--- src/rtl/fpga_cfg_pkg.sv ---
// Shared types and default geometry for the fpga configuration path.
// Used by the loader and by the fabric top and its benches.
package fpga_cfg_pkg;

  typedef enum logic [2:0] {
    ST_IDLE,
    ST_WAIT,
    ST_STROBE,
    ST_SETTLE,
    ST_RUN
  } cfg_state_t;

  localparam int CFG_WORD_W    = 224;
  localparam int CFG_NUM_WORDS = 43;
  localparam int CFG_SETTLE    = 10;

endpackage

--- src/rtl/cfg_settle_timer.sv ---
// Loadable down-counter that stops at zero; done_o is high while the count is zero.
// Reused wherever a fixed post-event release delay is needed.
module cfg_settle_timer #(
  parameter int CNT_W = 4
) (
  input  logic             clk_i,
  input  logic             rst_i,
  input  logic             load_i,
  input  logic [CNT_W-1:0] load_val_i,
  output logic             done_o
);

  logic [CNT_W-1:0] cnt_q, cnt_d;

  always_comb begin
    cnt_d = cnt_q;
    if (load_i) begin
      cnt_d = load_val_i;
    end else if (cnt_q != '0) begin
      cnt_d = cnt_q - CNT_W'(1);
    end
  end

  always_ff @(posedge clk_i) begin
    if (rst_i) cnt_q <= '0;
    else       cnt_q <= cnt_d;
  end

  assign done_o = (cnt_q == '0);

endmodule

--- src/rtl/fpga_config_loader.sv ---
// Streams configuration words into the fabric one column per strobe, waits a
// settle interval, then enables the fabric flip-flops and reports ready.
module fpga_config_loader
  import fpga_cfg_pkg::*;
#(
  parameter int WORD_W        = CFG_WORD_W,
  parameter int NUM_WORDS     = CFG_NUM_WORDS,
  parameter int SETTLE_CYCLES = CFG_SETTLE
) (
  input  logic                 clock,
  input  logic                 rst,
  input  logic                 start,
  input  logic [WORD_W-1:0]    cfg_data,
  input  logic                 cfg_valid,
  output logic                 cfg_ready,
  output logic [WORD_W-1:0]    configs_in,
  output logic [NUM_WORDS-1:0] configs_en,
  output logic                 ff_en,
  output logic                 rdy,
  output logic                 busy,
  output cfg_state_t           dbg_state
);

  // Handshake: a word transfers on a rising edge where cfg_valid && cfg_ready;
  // cfg_ready is high only in WAIT and the source holds cfg_data until then.

  localparam int IDX_W = (NUM_WORDS > 1) ? $clog2(NUM_WORDS) : 1;
  localparam int CNT_W = $clog2(SETTLE_CYCLES + 1);
  localparam logic [IDX_W-1:0]     LAST_IDX   = IDX_W'(NUM_WORDS - 1);
  localparam logic [CNT_W-1:0]     SETTLE_VAL = CNT_W'(SETTLE_CYCLES - 1);
  localparam logic [NUM_WORDS-1:0] EN_ONE     = NUM_WORDS'(1);

  cfg_state_t           state_q, state_d;
  logic [IDX_W-1:0]     idx_q, idx_d;
  logic [WORD_W-1:0]    cin_q, cin_d;
  logic [NUM_WORDS-1:0] cen_q, cen_d;
  logic                 ff_q, ff_d;
  logic                 rdy_q, rdy_d;
  logic                 tmr_load;
  logic                 tmr_done;

  cfg_settle_timer #(.CNT_W(CNT_W)) u_settle (
    .clk_i      (clock),
    .rst_i      (rst),
    .load_i     (tmr_load),
    .load_val_i (SETTLE_VAL),
    .done_o     (tmr_done)
  );

  always_comb begin
    state_d  = state_q;
    idx_d    = idx_q;
    cin_d    = cin_q;
    cen_d    = '0;
    ff_d     = ff_q;
    rdy_d    = rdy_q;
    tmr_load = 1'b0;
    case (state_q)
      ST_IDLE: begin
        ff_d  = 1'b0;
        rdy_d = 1'b0;
        if (start) begin
          idx_d   = '0;
          state_d = ST_WAIT;
        end
      end
      ST_WAIT: begin
        // The strobe is registered here so it lines up with the captured word.
        if (cfg_valid) begin
          cin_d   = cfg_data;
          cen_d   = EN_ONE << idx_q;
          state_d = ST_STROBE;
        end
      end
      ST_STROBE: begin
        if (idx_q == LAST_IDX) begin
          tmr_load = 1'b1;
          state_d  = ST_SETTLE;
        end else begin
          idx_d   = idx_q + IDX_W'(1);
          state_d = ST_WAIT;
        end
      end
      ST_SETTLE: begin
        if (tmr_done) begin
          ff_d    = 1'b1;
          state_d = ST_RUN;
        end
      end
      ST_RUN: begin
        rdy_d = ff_q;
        if (start) begin
          ff_d    = 1'b0;
          rdy_d   = 1'b0;
          idx_d   = '0;
          state_d = ST_WAIT;
        end
      end
      default: state_d = ST_IDLE;
    endcase
  end

  always_ff @(posedge clock) begin
    if (rst) begin
      state_q <= ST_IDLE;
      idx_q   <= '0;
      cin_q   <= '0;
      cen_q   <= '0;
      ff_q    <= 1'b0;
      rdy_q   <= 1'b0;
    end else begin
      state_q <= state_d;
      idx_q   <= idx_d;
      cin_q   <= cin_d;
      cen_q   <= cen_d;
      ff_q    <= ff_d;
      rdy_q   <= rdy_d;
    end
  end

  assign cfg_ready  = (state_q == ST_WAIT);
  assign busy       = (state_q == ST_WAIT) || (state_q == ST_STROBE) || (state_q == ST_SETTLE);
  assign configs_in = cin_q;
  assign configs_en = cen_q;
  assign ff_en      = ff_q;
  assign rdy        = rdy_q;
  assign dbg_state  = state_q;

endmodule

--- config.mk ---
export PLATFORM = sky130hd
export DESIGN_NAME = fpga_config_loader
export DESIGN_NICKNAME = d
export VERILOG_FILES = /design/src/rtl/fpga_cfg_pkg.sv /design/src/rtl/cfg_settle_timer.sv /design/src/rtl/fpga_config_loader.sv
export SDC_FILE = /design/constraint.sdc
export NUM_CORES = 1
export LEC_CHECK = 0
export CAP_MARGIN = 20
export CORE_AREA = 2 2 193 195
export DETAILED_ROUTE_END_ITERATION = 16
export DIE_AREA = 0 0 195 197
export SYNTH_ARGS = -nofsm -noshare
export SYNTH_HDL_FRONTEND = slang
export SYNTH_SLANG_ARGS = --single-unit
--- constraint.sdc ---
create_clock -name clock -period 3.94 [get_ports clock]
set_input_delay 0.985 -clock clock [delete_from_list [all_inputs] [get_ports clock]]
set_output_delay 0.985 -clock clock [all_outputs]
set_load 0.02 [all_outputs]
After elaboration in Yosys (flattened, before gate mapping)
Cells that the tools add are included.
- add/sub/neg operators: 2
- eq/ne operators: 9
- shift-type cells: 1
- muxes and demuxes: 16
- bitwise logic cells: 2
- reduce and logical (&&, ||, !) cells: 16
- operator list (operator ; count):
    1-bit by 6-bit left shift with 43-bit output, first input constant ; 1
    6-bit 2-to-1 mux ; 2
    3-bit one-hot mux with 4 select lines ; 1
    6-bit one-hot mux with 2 select lines ; 1
    3-bit 2-to-1 mux ; 3
    4-bit 2-to-1 mux ; 2
    6-bit by 1-bit adder with 6-bit output, second input constant ; 1
    3-bit by 2-bit equality test with 1-bit output, second input constant ; 2
    6-bit equality test, second input constant ; 1
    2-bit inequality test, second input constant ; 3
    3-bit AND reduction ; 2
    2-bit nonzero test ; 3
    4-bit zero test ; 1
    1-bit 2-to-1 mux ; 4
    2-bit AND reduction ; 2
    4-bit nonzero test ; 1
    2-bit OR reduction ; 2
    4-bit by 1-bit subtractor with 4-bit output, second input constant ; 1
    3-bit by 1-bit equality test with 1-bit output, second input constant ; 1
    3-bit equality test, second input constant ; 1
    3-bit zero test ; 1
    1-bit one-hot mux with 3 select lines ; 1
    3-bit nonzero test ; 1
    3-bit OR reduction ; 1
    other kinds (5) ; 7
- register bits: 282
- output and inout bits: 274

Longest topological paths before layout
Gate-level depths: netlist of run 1.
- depth after elaboration: 4
- mapped depth: 7

Cells and area by module
A second synthesis of run 1 with hierarchy kept.
- cell total of the unflattened synthesis: 1199
- area total of the unflattened synthesis: 9771.9 um^2
- modules (own cells, without submodules) (module ; instances ; cells each ; area an instance (um^2) ; sequential area each (um^2)):
    fpga_config_loader ; 1 ; 1175 ; 9542.9 ; 5565.3
    cfg_settle_timer ; 1 ; 24 ; 229.0 ; 80.1

Worst setup path after synthesis of run 1
No wires, ideal clock.
- kind: register to output
- start: register state_q[0] (netlist: dbg_state[0])
- end: output port busy
- data arrival time: 1221 ps
- slack: 1734 ps
- stages on the path, launching flop included: 4
- buffers on the path: 1
- path through: dfxtp_1 -> clkbuf_1 -> nor2_1 -> nor2_1
- cells in the longest elaborated chain, start to end: 3
- RTL lines (item ; line ; text):
    start, declared ; fpga_config_loader.sv:33 ; cfg_state_t state_q, state_d;
    start signal, assigned ; fpga_config_loader.sv:112 ; state_q <= state_d;
    3-bit by 1-bit equality test with 1-bit output or 3-bit by 2-bit equality test with 1-bit output (tied branches) ; fpga_config_loader.sv:122 ; assign busy = (state_q == ST_WAIT) || (state_q == ST_STROBE) || (state_q == ST_SETTLE);
    1-bit logical OR ; fpga_config_loader.sv:122 ;
    1-bit logical OR * ; fpga_config_loader.sv:122 ;
    end, declared ; fpga_config_loader.sv:20 ; output logic busy,
Mark *: on every way between the ends. The rest lies on a longest branch, timed or not.

Worst setup path after layout of run 1
- start: register state_q[1] (netlist: dbg_state[1])
- end: output port busy
The elaborated chain is that of the path after synthesis.

==> results of run 1 <==
==> path summary, 6_finish.rpt <==
path | startpoint | to | slack (ns)
worst max-delay path | dbg_state[1] | busy | 0.75
worst min-delay path | configs_in[80] | configs_in[80] | 0.45
worst max register to register | dbg_state[0] | configs_in[2] | 1.64
worst min register to register | configs_in[80] | configs_in[80] | 0.45
==> cells in the final DEF, fill, tap and decap left out, drive strengths merged, types with 6 or more instances in the layout <==
cell type and count:
nor2b 6, clkdlybuf4s50 500, nand2b 6, and2 7, a21oi 235, nor2 47, inv 12, nand2 465
ha 7, dfxtp 282, or3 6, buf 6, o21ai 8, clkbuf 47
==> flip-flops by register name, summed over array words and instances, names as in the netlist <==
name and flops:
configs_in 224, configs_en 43, idx_q 6, u_settle.cnt_q 4, dbg_state 3, ff_en 1, rdy 1
==> per-stage QoR <==
step	cells	setup WS (ns)	total power (µW)
final	2141	0.7536	7144
after global routing	2141	0.5967	7459
after CTS	2141	0.7219	7263
after detailed placement	2085	0.9855	4244
after global placement	2085	1.031	4230
after floorplan	1194	1.734	3652
==> cells by family (layout without fill, tap and decap cells) <==
logic type      after synthesis  after routing  synth area share [%]
compound gates              254            254                 13.42
xor+xnor                      1              1               0.09058
fa+ha+maj                     7              7                0.9056
buf+inv                      93            572                 4.011
flops                       282            282                 58.38
mux                           1              1                0.1035
simple gates                556            556                 23.09
==> metal layers <==
layer	part of all wire, %	up-vias	global-route usage, %	wire length, µm
li1	-	4746	-	-
met1	40	4338	19.12	13270
met2	49	345	28.47	16190
met3	8.7	55	5.732	2879
met4	2.7	2	4.976	911
met5	0.039	-	0	13
==> power by group through the flow <==
stage | clock network, µW | registers (µW) | logic (µW)
2_1_floorplan | 0 | 3270 | 379
3_3_place_gp | 0 | 3130 | 1100
3_5_place_dp | 0 | 3130 | 1110
4_1_cts | 3080 | 3070 | 1110
5_1_grt | 3170 | 3090 | 1190
6_report | 2970 | 3070 | 1100
==> cell usage after synthesis, types with 5 or more instances <==
| cell type | n | area share, % |
|---|---|---|
| sky130_fd_sc_hd__nand2_1 | 465 | 18 |
| sky130_fd_sc_hd__dfxtp_1 | 282 | 58 |
| sky130_fd_sc_hd__a21oi_1 | 235 | 12 |
| sky130_fd_sc_hd__clkbuf_1 | 59 | 2.3 |
| sky130_fd_sc_hd__nor2_1 | 47 | 1.8 |
| sky130_fd_sc_hd__buf_2 | 19 | 0.98 |
| sky130_fd_sc_hd__inv_1 | 10 | 0.39 |
| sky130_fd_sc_hd__o21ai_0 | 8 | 0.41 |
| sky130_fd_sc_hd__and2_1 | 7 | 0.45 |
| sky130_fd_sc_hd__ha_1 | 7 | 0.91 |
| sky130_fd_sc_hd__nor2b_1 | 6 | 0.39 |
| sky130_fd_sc_hd__nand2b_1 | 5 | 0.32 |
==> tightest hold or removal path: cells and delay by family, from the launching register on <==
kind,cells,cell delay [ns]
DFF,1,0.30
and+or+nand+nor,1,0.05
AOI/OAI and AO/OA,1,0.05
==> cell type report <==
class	instances	area, µm²	share of cell area [%]
Sequential cell	282	5645	35.19
Timing Repair Buffer	506	5079	31.66
Multi-Input combinational cell	819	3641	22.70
Clock buffer	47	925.9	5.772
Tap cell	468	585.6	3.650
Clock inverter	9	127.6	0.7956
Inverter	10	37.54	0.2340
==> flow_summary.ini, run 1 <==
[run_status]
run_status = finished clean

[pwr]
pwr-share-seq_pct = 43.0
ir_worst_vdd_v = 0.0003362
net-switching-power_uw = 1806
netSwitchingFraction_pct = 25.28
total_leakage_power_uw = 0.005556
pwr_density_cell_nw_per_um2 = 445.3
internal-power_uw = 5338
power.share.combinational_pct = 15.4
pwr-share-clk_pct = 41.6

[floorplanning]
fp.dieArea_um2 = 38420
floorplan.initialDensity_pct = 26.67
die_w_um = 195
pin_count = 502
placeableCoreArea_um2 = 36260
num_rows = 70
die_y_um = 197

[critical_path]
critical_path_class = flip-flop to primary output
critPathCaptureType = primary output
critical_path_required_ns = 2.95
number_of_cells_on_the_worst_reg_to_reg_path = 5
timing.critical_path.buf_inv = 1
worst-path-max-fanout = 16
cp_slowest_cell = sky130_fd_sc_hd__dfxtp_1
critical_path_depth = 3
arrival_ns = 2.20
crit_path_start_kind = flip-flop
cpMostUsedCell = sky130_fd_sc_hd__nor2_1
worstPathCellList = nor2_1 -> nor2_1 -> clkdlybuf4s50_1
path_delay_family = flip-flops
max_stage_delay_on_crit_path_ns = 0.65

[routing]
via_count = 9486
wl_per_cell_um = 15.54
routed_via_density = 4.431
route.antenna.remaining_nets = 0
drc = 0
first_iter_violations = 418
routed_wl_um = 33270
drt_first_pass_iters = 6

[sta]
fin_skew_ns = 0.009845
worst-slew-pin-transition_ns = 1.276
setup-violations-final = 0
timing_max_transition_violations_final = 0
clock.fmax_mhz = 313.8
tns_setup_ns = 0
timing.final.hold_violations = 0
final.period_utilization_pct = 80.87
finalCriticalPeriod_ns = 3.186
rsz0062_at_grt = no
max-slew-margin-rel_pct = 14.96
worst_hold_slack_ns = 0.4506

[placed_design]
detailedPlacementHpwl_um = 22900
post_dp_cell_area_um2 = 14990
placement.io_buffers = 501
gp_congestion = 0.7621

[synth]
netlist_area_before_placement_um2 = 9671
post_synth.cell_area_avg_um2 = 8.099
synth_ff_type = sky130_fd_sc_hd__dfxtp_1
count_of_flip_flops_with_a_built_in_enable_after_synthesis = 0
synthCells = 1194
ys_ff_latch = 282
asyncSetResetFlopFracSynth_pct = 0
synth.lib_cells_used.distinct = 37
yosys_warnings = 0
synth.net_count = 1429
synth_sequential_area_ratio_pct = 58.38

[clocking]
cts_setup_buffers = 0
cts_root_buf = sky130_fd_sc_hd__clkbuf_16
ctsHoldBuffers = 0
clock_latency_ns = 0.57
clock_tree.htree_level_count = 1
tritoncts_num_sinks = 282
clock_tree_from_tritoncts = built
postCtsResizedCells = 0
cts.path.max_buffers = 3
clk_pin_slew_ns = 0.06
numCtsBuffers = 31

[global_route]
antenna_found_initial = 2
tot_gr_track_use_pct = 16.44
grt_pass1_wl_um = 51000
first_global_vias = 9269
grt.overflow.total = 0
maximum_number_of_pins_on_one_net_before_global_route_repair = 225

[min_path]
holdCritPathClass = flip-flop to flip-flop
timing.hold.worst_path_depth = 2

[finish]
finalCoreUtilization_pct = 44.24
area_growth_syn_to_layout_pct = 65.88
layout.nets = 1885
fillerInstances = 3607
antenna_cells_inserted = 0
final_area_um2 = 16040
drive_gt1_share_pct = 3.646

[job]
drv.max_cap_violation_count = 0
(Power assumes the default switching activity.)
==> inputs of run 2 (changes only) <==
- CORE_AREA: 2 2 193 195 -> 2 2 195 197
- DIE_AREA: 0 0 195 197 -> 0 0 197 199
- clock period: 3.94 -> 3 ns (I/O delays scaled with it)
==> run 2 against run 1 <==
Effect of this change: sequential share of layout area down 0.31 points; non-clock buffer count increased by 5; die area up 2.1%; cell count rose by 0.56%; register-to-register slack lost 0.67 ns; power rose by 34%; via count grew 0.40%; count of clock-buffer cells in the layout shrank 6; wire length decreased by 0.55%; final area up 0.89%; first-iteration DRC count is 2.2% lower; global-route usage is 0.64 points lower; largest power group is now clock.
==> flow_summary.ini, run 2 (synthesis gave the netlist of run 1 again) <==
[placed_design]
place_inst = 2096
placement.io_buffers = 501
gp_congestion = 0.7389
dp_worst_setup_slack_ns = 0.5189
detailedPlacementHpwl_um = 23200

[critical_path]
number_of_cells_on_the_worst_reg_to_reg_path = 5
critical_path_class = flip-flop to primary output
arrival_ns = 2.04
critPathCaptureType = primary output
crit_path_start_kind = flip-flop
regToRegEndpoint = idx_q[3]
critical_path_required_ns = 2.25
reg2reg_slack_ns = 0.97
cp-startpoint = dbg_state[1]
crit-reg2reg-launch = dbg_state[1]
worst-path-max-fanout = 10

[clocking]
cts.path.max_buffers = 3
numCtsBuffers = 31
postCtsResizedCells = 0
clock_tree.htree_level_count = 1
clock_tree_from_tritoncts = built
clk_pin_slew_ns = 0.06
cts_setup_buffers = 0
ctsHoldBuffers = 0
cts_root_buf = sky130_fd_sc_hd__clkbuf_16
clock_latency_ns = 0.57
tritoncts_num_sinks = 282

[min_path]
timing.hold.worst_path_depth = 2
whs_endpoint = configs_in[0]
min-delay-start = configs_in[0]
holdCritPathClass = flip-flop to flip-flop

[finish]
layout.nets = 1890
layout_common_cells = 500 x sky130_fd_sc_hd__clkdlybuf4s50_1, 465 x sky130_fd_sc_hd__nand2_1, 282 x sky130_fd_sc_hd__dfxtp_1, 235 x sky130_fd_sc_hd__a21oi_1, 47 x sky130_fd_sc_hd__nor2_1
seq_area_um2 = 5645
area_growth_syn_to_layout_pct = 67.36
multi_input_comb_area_um2 = 3641
layoutNonFillerInstCount = 2153
drive_gt1_share_pct = 4.169
fillerInstances = 3686
largest_reg_flops = 224
layout_commonest_cell = sky130_fd_sc_hd__clkdlybuf4s50_1
antenna_cells_inserted = 0

[routing]
via_count = 9524
drt_first_pass_iters = 5
first_iter_violations = 409
wl_per_cell_um = 15.37
routed_wl_um = 33080
routed_via_density = 4.424
route.antenna.remaining_nets = 0
drc = 0

[sta]
layout_setup_ws_ns = 0.2132
final.period_utilization_pct = 92.89
max-slew-margin-rel_pct = 46.19
timing.final.hold_violations = 0
timing_max_transition_violations_final = 0
finalCriticalPeriod_ns = 2.787
tns_setup_ns = 0
worst-slew-pin-transition_ns = 0.8072
clock.fmax_mhz = 358.8
rsz0062_at_grt = no
fin_skew_ns = 0.01696
setup-violations-final = 0

[pwr]
pwr-share-seq_pct = 42.1
pwr-share-clk_pct = 42.5
internal-power_uw = 7134
power.total_uw = 9570
net-switching-power_uw = 2436
pwr_density_cell_nw_per_um2 = 591.3
ir_worst_vdd_v = 0.0004331
total_leakage_power_uw = 0.005613
power.share.combinational_pct = 15.4
netSwitchingFraction_pct = 25.45

[floorplanning]
die_y_um = 199
placeableCoreArea_um2 = 37130
num_rows = 71
floorplan.initialDensity_pct = 26.04
die_w_um = 197
fp.dieArea_um2 = 39200
pin_count = 502

[global_route]
grt_pass1_wl_um = 49940
tot_gr_track_use_pct = 15.80
antenna_found_initial = 0
maximum_number_of_pins_on_one_net_before_global_route_repair = 134
grt.overflow.total = 0
grt_most_used_layer = met2
groute.layer.met1.usage_pct = 18.70
groute.layer.met2.usage_pct = 26.82
first_global_vias = 9312
grt_util_met3_pct = 5.086

[run_status]
run_status = finished clean

[job]
drv.max_cap_violation_count = 0
## run 2: changes by cell type in the layout (fill, tap and decap cells not counted)
| cell | change |
|---|---|
| sky130_fd_sc_hd__buf_12 | +4 |
| sky130_fd_sc_hd__clkbuf_1 | -3 |
| sky130_fd_sc_hd__clkbuf_8 | -3 |
| sky130_fd_sc_hd__bufinv_16 | +2 |
| sky130_fd_sc_hd__clkinv_4 | +2 |
| sky130_fd_sc_hd__clkinvlp_4 | +2 |
| sky130_fd_sc_hd__buf_4 | +1 |
| sky130_fd_sc_hd__clkinv_2 | +1 |
| sky130_fd_sc_hd__inv_6 | -1 |
| sky130_fd_sc_hd__inv_8 | +1 |
## run 2: cell type report
cell class / count / area share (%)
flip-flops and latches: 282 / 34.88
repair buffers: 511 / 31.92
multi-input cells: 819 / 22.50
clock buffers: 41 / 5.396
well taps: 474 / 3.664
clock inverters: 16 / 1.407
inverters: 10 / 0.2319
## run 2: worst max-delay path by stage
stage,endpoint,slack (ns),depth (start not counted)
6_report,busy,0.21,3
4_1_cts,busy,0.17,3
2_1_floorplan,busy,1.03,3
5_1_grt,busy,0.10,3
3_3_place_gp,configs_in[116],0.54,6
3_5_place_dp,configs_in[183],0.52,5
## run 2: stage by stage
step | instance area, µm² | hold WS (ns) | util [%]
after global routing | 16180 | 0.4698 | 43.58
final | 16180 | 0.4512 | 43.58
after CTS | 16180 | 0.4548 | 43.58
after global placement | 15080 | 0.4409 | 40.62
after floorplan | 9671 | 0.4777 | -
after detailed placement | 15080 | 0.4460 | 40.62
## run 2: worst max-delay path: stages (launching register included)
cell,delay (ns)
sky130_fd_sc_hd__dfxtp_1,0.53
sky130_fd_sc_hd__nor2_1,0.13
sky130_fd_sc_hd__nor2_1,0.14
sky130_fd_sc_hd__clkdlybuf4s50_1,0.67
## run 2: power by group through the flow
stage | combinational (µW) | clock [µW] | sequential, µW
2_1_floorplan | 497 | 0 | 4300
6_report | 1470 | 4070 | 4030
3_5_place_dp | 1480 | 0 | 4110
4_1_cts | 1480 | 4190 | 4030
5_1_grt | 1590 | 4310 | 4050
3_3_place_gp | 1470 | 0 | 4100
## run 2: per-layer routing
| metal | up-vias | routed length [µm] |
|---|---|---|
| met5 | - | 0 |
| met4 | 0 | 987 |
| met3 | 64 | 2844 |
| met2 | 349 | 15520 |
| met1 | 4350 | 13730 |
| li1 | 4761 | - |
==> inputs of run 3 (changes only) <==
- CORE_AREA: 2 2 195 197 -> 2 2 193 195
- DIE_AREA: 0 0 197 199 -> 0 0 195 197
- SETUP_SLACK_MARGIN: default -> 0.05
- clock period: 3 -> 3.3 ns (I/O delays scaled with it)
==> run 3 against run 2 <==
Effect of this change: wire length rose by 0.76%; count of clock-buffer cells in the layout is 1 higher; register-to-register slack gained 0.35 ns; flip-flop and latch count is the same; worst hold slack lost 0.00053 ns; highest routed layer unchanged; final area decreased by 0.54%; largest cell class unchanged; global-route usage rose by 0.52 points; die area down 2.0%; critical path depth stayed put; largest power group is now sequential cells; first-iteration DRC count rose by 0.49%; non-clock buffer count fell by 1.
==> flow_summary.ini, run 3 (synthesis gave the netlist of run 1 again) <==
[global_route]
tot_gr_track_use_pct = 16.32
first_global_vias = 9271
grt.overflow.total = 0
antenna_found_initial = 0
maximum_number_of_pins_on_one_net_before_global_route_repair = 178
grt_pass1_wl_um = 50900

[routing]
drt_first_pass_iters = 4
via_count = 9503
first_iter_violations = 411
routed_wl_um = 33330
wl_per_cell_um = 15.53
routed_via_density = 4.426
route.antenna.remaining_nets = 0
drc = 0

[finish]
finalCoreUtilization_pct = 44.39
area_growth_syn_to_layout_pct = 66.45
layout_commonest_cell = sky130_fd_sc_hd__clkdlybuf4s50_1
antenna_cells_inserted = 0
layout_common_cells = 500 x sky130_fd_sc_hd__clkdlybuf4s50_1, 465 x sky130_fd_sc_hd__nand2_1, 282 x sky130_fd_sc_hd__dfxtp_1, 235 x sky130_fd_sc_hd__a21oi_1, 47 x sky130_fd_sc_hd__nor2_1
drive_gt1_share_pct = 4.050
layout.nets = 1889
largest_reg_flops = 224

[critical_path]
crit_path_start_kind = flip-flop
cp_slowest_cell = sky130_fd_sc_hd__dfxtp_1
critPathCaptureType = primary output
worst-path-max-fanout = 15
arrival_ns = 2.22
critical_path_required_ns = 2.47
path_delay_family = flip-flops
max_stage_delay_on_crit_path_ns = 0.66
timing.critical_path.buf_inv = 1
worstPathCellList = nor2_1 -> nor2_1 -> clkdlybuf4s50_1
critical_path_class = flip-flop to primary output
cpMostUsedCell = sky130_fd_sc_hd__nor2_1

[pwr]
total_leakage_power_uw = 0.005585
power.total_uw = 8534
pwr_density_cell_nw_per_um2 = 530.1
ir_worst_vdd_v = 0.0004046

[sta]
timing_max_transition_violations_final = 0
layout_setup_ws_ns = 0.2501
finalCriticalPeriod_ns = 3.050
final.period_utilization_pct = 92.42
worst_hold_slack_ns = 0.4506
clock.fmax_mhz = 327.9
fin_skew_ns = 0.01525
setup-violations-final = 0
timing.final.hold_violations = 0
worst-slew-pin-transition_ns = 0.8196
tns_setup_ns = 0
rsz0062_at_grt = no
max-slew-margin-rel_pct = 45.36

[floorplanning]
placeableCoreArea_um2 = 36260
die_y_um = 197
floorplan.initialDensity_pct = 26.67
pin_count = 502
num_rows = 70
fp.dieArea_um2 = 38420
die_w_um = 195

[clocking]
cts_setup_buffers = 0
ctsHoldBuffers = 0
clock_tree_from_tritoncts = built
cts_root_buf = sky130_fd_sc_hd__clkbuf_16
tritoncts_num_sinks = 282
clock_tree.htree_level_count = 1
postCtsResizedCells = 0
cts.path.max_buffers = 3
numCtsBuffers = 31
clk_pin_slew_ns = 0.06
clock_latency_ns = 0.57

[placed_design]
detailedPlacementHpwl_um = 23290
dp_worst_setup_slack_ns = 0.6946
gp_congestion = 0.7627
placement.io_buffers = 501

[min_path]
holdCritPathClass = flip-flop to flip-flop

[job]
drv.max_cap_violation_count = 0

[run_status]
run_status = finished clean
[run 3: per-layer routing]
metal,global-route usage (%),vias up,part of all wire (%)
met3,4.945,60,8.5
li1,-,4758,-
met4,5.683,0,2.7
met2,28.20,342,49
met1,19.22,4343,40
met5,0,-,0
[run 3: final cells by class]
class,instances,area (µm²)
Fill cell,3601,20160
Clock buffer,42,867.1
Inverter,10,37.54
Timing Repair Buffer,510,5134
Tap cell,468,585.6
Sequential cell,282,5645
Clock inverter,16,186.4
Multi-Input combinational cell,819,3641
[run 3: power breakdown]
group	internal [µW]	switching [µW]
logic	653	673
clock network	2150	1390
registers	3570	95.3
[run 3: path summary, 6_finish.rpt]
kind,endpoint,slack (ns),startpoint,cells past startpoint
max,busy,0.25,dbg_state[0],3
min reg2reg,configs_in[128],0.45,configs_in[128],2
min,configs_in[128],0.45,configs_in[128],2
max reg2reg,configs_in[147],1.32,dbg_state[0],5
[run 3: per-stage QoR]
| step | instances | cell area [µm²] |
|---|---|---|
| detailed placement | 2089 | 15040 |
| CTS | 2147 | 16100 |
| global route | 2147 | 16100 |
| floorplan | 1194 | 9671 |
| global placement | 2089 | 15040 |
| finish | 2147 | 16100 |
[run 3: worst register-to-register path, stage by stage, from the launching register on]
cell and delay, ns:
sky130_fd_sc_hd__dfxtp_1 0.66, sky130_fd_sc_hd__nand2b_4 0.12, sky130_fd_sc_hd__or3_4 0.39, sky130_fd_sc_hd__buf_12 0.30, sky130_fd_sc_hd__nand2_1 0.28, sky130_fd_sc_hd__a21oi_1 0.08
